[src/rtl/input_reg_sequencer_if.sv]
// Latch-side and consumer-side signals of the input register sequencer.
// The master modport is the sequencer; the slave modport is its environment.
interface input_reg_sequencer_if #(
   parameter int unsigned WIDTH = 48
);
   localparam int unsigned MW = $clog2(WIDTH + 1);

   logic [WIDTH-1:0] q;
   logic [WIDTH-1:0] mask;
   logic [WIDTH-1:0] clr;
   logic [WIDTH-1:0] pattern;
   logic [MW-1:0]    multiplicity;
   logic             pattern_valid;
   logic             pattern_ack;
   logic             busy;
   logic [15:0]      event_count;
   logic [15:0]      drop_count;

   modport master (
      input  q, mask, pattern_ack,
      output clr, pattern, multiplicity, pattern_valid, busy, event_count, drop_count
   );

   modport slave (
      output q, mask, pattern_ack,
      input  clr, pattern, multiplicity, pattern_valid, busy, event_count, drop_count
   );
endinterface

[src/rtl/input_reg_sequencer.sv]
// Edge-latch sequencer: coincidence window, pattern freeze with valid/ack,
// latch clear and dead time before re-arming.
module input_reg_sequencer #(
   parameter int unsigned WIDTH       = 48,
   parameter int unsigned WINDOW      = 4,
   parameter int unsigned HOLD        = 2,
   parameter int unsigned DEADTIME    = 8,
   parameter int unsigned ACK_TIMEOUT = 64
) (
   input logic                   clk,
   input logic                   rst,
   input_reg_sequencer_if.master bus
);
   localparam int unsigned MW     = $clog2(WIDTH + 1);
   localparam int unsigned CMAX_A = (WINDOW > HOLD) ? WINDOW : HOLD;
   localparam int unsigned CMAX_B = (DEADTIME > ACK_TIMEOUT) ? DEADTIME : ACK_TIMEOUT;
   localparam int unsigned CMAX   = (CMAX_A > CMAX_B) ? CMAX_A : CMAX_B;
   localparam int unsigned CW     = $clog2(CMAX + 1);

   typedef enum logic [2:0] {
      S_IDLE,
      S_WIN,
      S_CAPTURE,
      S_WAIT,
      S_CLEAR,
      S_DEAD
   } state_t;

   state_t           state;
   logic [CW-1:0]    cnt;
   logic [WIDTH-1:0] q_s1;
   logic [WIDTH-1:0] q_s;
   logic [WIDTH-1:0] act;

   assign act = q_s & ~bus.mask;

   function automatic logic [MW-1:0] popcount(input logic [WIDTH-1:0] v);
      logic [MW-1:0] n;
      n = '0;
      for (int i = 0; i < int'(WIDTH); i++) n = n + MW'(v[i]);
      return n;
   endfunction

   // One shared down-counter serves the window, ack timeout, hold and dead phases.
   always_ff @(posedge clk or posedge rst) begin
      if (rst) begin
         state             <= S_IDLE;
         cnt               <= '0;
         q_s1              <= '0;
         q_s               <= '0;
         bus.clr           <= '1;
         bus.pattern       <= '0;
         bus.multiplicity  <= '0;
         bus.pattern_valid <= 1'b0;
         bus.busy          <= 1'b0;
         bus.event_count   <= '0;
         bus.drop_count    <= '0;
      end else begin
         q_s1    <= bus.q;
         q_s     <= q_s1;
         bus.clr <= bus.mask;

         case (state)
            S_IDLE: begin
               if (|act) begin
                  state    <= S_WIN;
                  cnt      <= CW'(WINDOW - 1);
                  bus.busy <= 1'b1;
               end
            end

            S_WIN: begin
               if (cnt == '0) state <= S_CAPTURE;
               else           cnt   <= cnt - CW'(1);
            end

            S_CAPTURE: begin
               bus.pattern       <= act;
               bus.multiplicity  <= popcount(act);
               bus.pattern_valid <= 1'b1;
               cnt               <= CW'(ACK_TIMEOUT - 1);
               state             <= S_WAIT;
            end

            // Ack is tested first so it wins over a simultaneous timeout.
            S_WAIT: begin
               if (bus.pattern_valid && bus.pattern_ack) begin
                  bus.pattern_valid <= 1'b0;
                  if (bus.event_count != 16'hFFFF) bus.event_count <= bus.event_count + 16'd1;
                  bus.clr <= '1;
                  cnt     <= CW'(HOLD - 1);
                  state   <= S_CLEAR;
               end else if (cnt == '0) begin
                  bus.pattern_valid <= 1'b0;
                  if (bus.drop_count != 16'hFFFF) bus.drop_count <= bus.drop_count + 16'd1;
                  bus.clr <= '1;
                  cnt     <= CW'(HOLD - 1);
                  state   <= S_CLEAR;
               end else begin
                  cnt <= cnt - CW'(1);
               end
            end

            S_CLEAR: begin
               if (cnt == '0) begin
                  cnt   <= CW'(DEADTIME - 1);
                  state <= S_DEAD;
               end else begin
                  bus.clr <= '1;
                  cnt     <= cnt - CW'(1);
               end
            end

            S_DEAD: begin
               if (cnt == '0) begin
                  state    <= S_IDLE;
                  bus.busy <= 1'b0;
               end else begin
                  cnt <= cnt - CW'(1);
               end
            end

            default: begin
               state    <= S_IDLE;
               bus.busy <= 1'b0;
            end
         endcase
      end
   end
endmodule

[src/flat_wrapper.sv]
// flat-port wrapper written by rule: the top's interface ports become plain ports
module input_reg_sequencer_flat 
#(
   parameter int unsigned WIDTH       = 48,
   parameter int unsigned WINDOW      = 4,
   parameter int unsigned HOLD        = 2,
   parameter int unsigned DEADTIME    = 8,
   parameter int unsigned ACK_TIMEOUT = 64
)
  (clk, rst, bus_q, bus_mask, bus_pattern_ack, bus_clr, bus_pattern, bus_multiplicity, bus_pattern_valid, bus_busy, bus_event_count, bus_drop_count);
  input_reg_sequencer_if #(.WIDTH(WIDTH)) bus_i ();
  input logic clk;
  input logic rst;
  input wire logic [$bits(bus_i.q)-1:0] bus_q;
  input wire logic [$bits(bus_i.mask)-1:0] bus_mask;
  input wire logic [$bits(bus_i.pattern_ack)-1:0] bus_pattern_ack;
  output wire logic [$bits(bus_i.clr)-1:0] bus_clr;
  output wire logic [$bits(bus_i.pattern)-1:0] bus_pattern;
  output wire logic [$bits(bus_i.multiplicity)-1:0] bus_multiplicity;
  output wire logic [$bits(bus_i.pattern_valid)-1:0] bus_pattern_valid;
  output wire logic [$bits(bus_i.busy)-1:0] bus_busy;
  output wire logic [$bits(bus_i.event_count)-1:0] bus_event_count;
  output wire logic [$bits(bus_i.drop_count)-1:0] bus_drop_count;
  assign bus_i.q = bus_q;
  assign bus_i.mask = bus_mask;
  assign bus_i.pattern_ack = bus_pattern_ack;
  assign bus_clr = bus_i.clr;
  assign bus_pattern = bus_i.pattern;
  assign bus_multiplicity = bus_i.multiplicity;
  assign bus_pattern_valid = bus_i.pattern_valid;
  assign bus_busy = bus_i.busy;
  assign bus_event_count = bus_i.event_count;
  assign bus_drop_count = bus_i.drop_count;
  input_reg_sequencer #(.WIDTH(WIDTH), .WINDOW(WINDOW), .HOLD(HOLD), .DEADTIME(DEADTIME), .ACK_TIMEOUT(ACK_TIMEOUT)) u_core (.clk(clk), .rst(rst), .bus(bus_i));
endmodule
[config.mk]
export PLATFORM = sky130hd
export DESIGN_NAME = input_reg_sequencer_flat
export DESIGN_NICKNAME = d
export VERILOG_FILES = /design/src/rtl/input_reg_sequencer_if.sv /design/src/rtl/input_reg_sequencer.sv /design/src/flat_wrapper.sv
export SDC_FILE = /design/constraint.sdc
export NUM_CORES = 1
export LEC_CHECK = 0
export ABC_AREA = 1
export CAP_MARGIN = 20
export CORE_MARGIN = 4
export CORE_UTILIZATION = 50
export DETAILED_ROUTE_END_ITERATION = 8
export PLACE_DENSITY = 0.8
export SYNTH_ARGS = -nofsm -noshare
export SYNTH_HDL_FRONTEND = slang
export SYNTH_SLANG_ARGS = --single-unit
[constraint.sdc]
create_clock -name clk -period 9.13 [get_ports clk]
set_clock_uncertainty 0.2 [all_clocks]
set_input_delay 1.3695 -clock clk [delete_from_list [all_inputs] [get_ports clk]]
set_output_delay 1.3695 -clock clk [all_outputs]
set_load 0.02 [all_outputs]
=== Word level (Yosys, flattened, before mapping) ===
Cells that the tools add are included.

* Bits of input ports: 99
* Register bits: 242
* Output and inout port bits: 136
* Word-level logic and storage cells: 114

* Reduce and logical (&&, ||, !) cells: 14
* $add $sub $neg: 50
* Multiplexer cells: 22
* Bitwise logic cells: 4
* Equality and inequality tests: 13

{| class="wikitable"
|+ Operator list
! kind !! number
|-
| $add A6 B1 Y6 || 46
|-
| $mux W48 || 3
|-
| $pmux W48 S2 || 1
|-
| $and A48 B48 Y48 || 1
|-
| $not A48 Y48 || 1
|-
| $reduce_or A48 Y1 || 1
|-
| $mux W7 || 5
|-
| $pmux W7 S5 || 1
|-
| $add A16 B1 Y16 const B || 2
|-
| $ne A16 B16 Y1 const B || 2
|-
| $mux W3 || 6
|-
| $pmux W3 S6 || 1
|-
| $reduce_and A3 Y1 || 3
|-
| $ne A2 B1 Y1 const B || 4
|-
| $logic_not A7 Y1 || 1
|-
| $sub A7 B1 Y7 const B || 1
|-
| $eq A3 B2 Y1 const B || 2
|-
| $eq A3 B3 Y1 const B || 2
|-
| $reduce_and A5 Y1 || 1
|-
| $reduce_bool A5 Y1 || 1
|-
| $reduce_and A4 Y1 || 1
|-
| $reduce_or A4 Y1 || 1
|-
| $eq A3 B1 Y1 const B || 1
|-
| $logic_not A3 Y1 || 1
|-
| 11 further kinds || 14
|}

=== Logic depth before layout (Yosys ltp) ===
* Depth in word-level cells: 49
* Mapped depth: 23
* Depth with buffers taken out: 23

=== Worst setup path after synthesis ===
No wires, ideal clock.

* Path type: input -> register
* From: input bus_mask[0]
* To: register u_core.bus.multiplicity[4]
* Library setup time: 0.083 ns
* Stages on the path: 18
* Path buffers: 0
* Arrival: 6.396 ns
* Data required time: 8.847 ns
* Slack: 2.452 ns
* Cells stage by stage: inv_1 nand2_1 ha_1 inv_1 fa_1 fa_1 fa_1 fa_1 fa_1 fa_1 inv_1 fa_1 fa_1 fa_1 nand3_1 nand3_1 xnor2_1 o21ai_0

* Longest elaborated chain between the ends: 49

{| class="wikitable"
|+ Ends and longest elaborated chain
! what !! line !! RTL
|-
| from (decl) || flat_wrapper.sv:15 || <nowiki>input wire logic [$bits(bus_i.mask)-1:0] bus_mask;</nowiki>
|-
| $not A48 Y48 || input_reg_sequencer.sv:35 || <nowiki>assign act = q_s & ~bus.mask;</nowiki>
|-
| $and A48 B48 Y48 || input_reg_sequencer.sv:35 ||
|-
| $add A1 B1 Y2 || input_reg_sequencer.sv:40 || <nowiki>for (int i = 0; i < int'(WIDTH); i++) n = n + MW'(v[i]);</nowiki>
|-
| $add A6 B1 Y6 (46 in a row) || input_reg_sequencer.sv:40 ||
|-
| to (signal assigned) || input_reg_sequencer.sv:79 || <nowiki>bus.multiplicity <= popcount(act);</nowiki>
|-
| to (decl) || input_reg_sequencer_if.sv:21 || <nowiki>output clr, pattern, multiplicity, pattern_valid, busy, event_count, drop_count</nowiki>
|}

Every way passes these cells.
A chain may end at the register's enable or synchronous reset.

=== Final worst setup path ===
Same ends and word-level chain as after synthesis.

==> results.sh <==
export IMPL_yosys_area_top_type="dfrtp_1"
export IMPL_grt_max_degree=94
export IMPL_drc=0
export IMPL_ys_top_cells_by_count="nand2_1, dfrtp_1, inv_1"
export IMPL_io_buffers=234
export IMPL_ys_async_sr_fraction=1.000
export IMPL_rsz0062_at_grt="false"
export IMPL_cts_sinks=242
export IMPL_ioPinCount=235
export IMPL_drt_iter0_drc=422
export IMPL_crit_type="in2reg"
export IMPL_cp_start_kind="input pin"
export IMPL_via_count=7400
export IMPL_worst_slack_ns=2.235
export IMPL_drt_total_wl_um=24560
export IMPL_synth_main_ff_cell="dfrtp_1"
export IMPL_status="finished, final reports clean"
export IMPL_die_h_um=150.9
export IMPL_clk_path_buf_depth=3
export IMPL_syn_mean_instance_area_um2=10.16
export IMPL_ys_seq_area_frac=0.5993
export IMPL_sw_frac_of_total=0.3640
export IMPL_synth_edf_count=0
export IMPL_hold_viol_final=0
export IMPL_cts_root_buf="clkbuf_16"
export IMPL_dieArea_um2=22760
export IMPL_p_seq_frac=0.345
export IMPL_n_antenna_cell=0
export IMPL_cp_slowest_stage_delay_ns=0.55
export IMPL_grt_pass1_vias=7675
export IMPL_switching_power_mw=1.535
export IMPL_syn2layout_area_growth_pct=33.56
export IMPL_maxSlewHeadroom=0.3729
export IMPL_die_w_um=150.9
export IMPL_nets=1400
export IMPL_drt_wirelength_per_cell_um=16.02
export IMPL_worst_pin_slew_ns=0.9406
export IMPL_detail_route_antenna_nets=0
export IMPL_hold_class="reg2reg"
export IMPL_cp_arrival_ns=7.06
export IMPL_cts_setup_buffers=0
export IMPL_clk_pin_slew_ns=0.06
export IMPL_setup_violations=0
export IMPL_ctsResizeCount=0
export IMPL_crit_top_cell="fa_1"
export IMPL_critical_path_max_fanout=3
export IMPL_synthTopCellsByArea="dfrtp_1, dfstp_2, nand2_1"
export IMPL_gp_congestion=0.8988
export IMPL_core_region_area_um2=19780
export IMPL_dp_worst_setup_slack_ns=1.673
export IMPL_grt_use_total=0.2200
export IMPL_required_ns=9.30
export IMPL_rrSetupSlack_ns=3.25
export IMPL_grt_ovfl_total=0
export IMPL_max_freq_mhz=145.0
export IMPL_timing_final_crit_share=0.7552
export IMPL_drv_cap=0
export IMPL_dr_pass1_iters=5
export IMPL_worstSkewPairLatency_ns=0.53
export IMPL_combinationalPowerShare=0.414
export IMPL_drv_slew=0
export IMPL_slowest_stage="fa_1"
export IMPL_cts_hold_fix_buffers=0
export IMPL_vias_per_cell=4.827
export IMPL_initial_core_util=0.5159
export IMPL_tritoncts="done"
export IMPL_tns_ns=0
export IMPL_design_area_um2=13630
export IMPL_synth_most_common_cell="nand2_1"
export IMPL_netlist_cell_type_count=31
export IMPL_dpl_cell_area_um2=12800
export IMPL_numCtsBuffers=25
export IMPL_rows=51
export IMPL_yosysWarnings=0
export IMPL_grt_antenna_before_repair=0
export IMPL_dp_hpwl_um=18150
export IMPL_netlist_area_um2=10200
export IMPL_syn_nets=1155
export IMPL_cp_cell_sequence="clkdlybuf4s50_1, inv_1, nand2_1, ha_1, inv_1, fa_1, fa_1, fa_1, fa_1, fa_1, fa_1, inv_1, fa_1, fa_1, fa_1, nand3_1, nand3_1, xnor2_1, o21ai_0"
export IMPL_cts_htree_levels=1
export IMPL_synthCells=1004
export IMPL_synth_seq_cells=242
export IMPL_leakage_nw=6.665
export IMPL_irDropWorstVdd_v=0.0002191
export IMPL_grt_pass1_wl_um=39210
export IMPL_final_layout_size_suffix_gt1_frac=0.08991
export IMPL_powerDensity_nw_per_um2=309.4
export IMPL_nFillCells=1500
export IMPL_clockPowerShare=0.242
export IMPL_fin_crit_ns=6.895
export IMPL_cp_end_kind="flop"
export IMPL_p_int_mw=2.681
export IMPL_holdWs_ns=0.1369
export IMPL_synth_top_area_frac=0.4757
## worst paths after layout
path                                         endpoint            start  depth (start not counted)
max reg2reg                u_core.bus.multiplicity[4]   u_core.q_s[28]                         19
min reg2reg                            u_core.q_s[41]  u_core.q_s1[41]                          0
min                                    u_core.q_s[41]  u_core.q_s1[41]                          0
max                        u_core.bus.multiplicity[4]      bus_mask[0]                         19
min in group asynchronous             u_core.q_s1[15]              rst                          2
max in group asynchronous      u_core.bus.pattern[38]              rst                          3
## kinds of logic (layout without fill, tap and decap cells)
group	Yosys count	in the layout	share of synthesized area
DFF	242	242	0.5993
buffers and inverters	171	435	0.06780
adders and majority gates	52	52	0.09245
xor gates and xnor gates	33	33	0.02832
and+or+nand+nor	432	432	0.1732
AOI/OAI and AO/OA	74	74	0.03887
## flip-flops by register name, summed over array words and instances, names as in the netlist
register and cells:
u_core.bus.busy 1, u_core.bus.clr 48, u_core.bus.drop_count 16, u_core.bus.event_count 16
u_core.bus.multiplicity 6, u_core.bus.pattern 48, u_core.bus.pattern_valid 1, u_core.cnt 7
u_core.q_s 48, u_core.q_s1 48, u_core.state 3
## placed cells by master (no fill, tap or decap), types with 11 or more instances in the layout
cell type        instances
xor2_1                  22
fa_1                    39
dfrtp_1                194
clkdlybuf4s50_1        234
inv_1                  147
nand2_1                303
nor2_1                  65
nand3_1                 36
xnor2_1                 11
clkbuf_16               25
o21ai_0                 64
dfstp_2                 48
ha_1                    13
## area by class of cell
cell class	instances	area, um^2	share of cell area
Timing Repair Buffer	238	2372	0.1741
Clock buffer	31	688.2	0.05049
Multi-Input combinational cell	591	3405	0.2498
Tap cell	265	331.6	0.02433
Inverter	151	574.3	0.04214
Clock inverter	15	142.6	0.01047
Sequential cell	242	6116	0.4487
## power by group through the flow
stage | clock, mW | sequential [mW] | combinational, mW
6_report | 1.02 | 1.45 | 1.74
4_1_cts | 1.04 | 1.45 | 1.76
2_1_floorplan | 0 | 1.69 | 0.892
3_3_place_gp | 0 | 1.46 | 1.71
5_1_grt | 1.09 | 1.48 | 1.96
3_5_place_dp | 0 | 1.47 | 1.75
## worst max-delay path: cells and delay by family
kind            cells  cell delay, ns
fa+ha+maj          10            4.57
xor+xnor            1            0.13
buf+inv             4            0.63
compound gates      1            0.09
simple gates        3            0.26
## stage by stage
step,cells,util,total power [mW]
after floorplan,1004,-,2.578
after global placement,1487,0.6470,3.170
after detailed placement,1487,0.6470,3.214
after CTS,1533,0.6890,4.256
after global routing,1533,0.6890,4.531
final,1533,0.6890,4.217
## metal layers
metal / track usage / up-vias / wire length [um]
li1: - / 3528 / -
met1: 0.2848 / 3586 / 10290
met2: 0.3679 / 254 / 11750
met3: 0.06134 / 32 / 2033
met4: 0.05938 / 0 / 492
met5: 0 / - / 0
(Power assumes the default switching activity.)
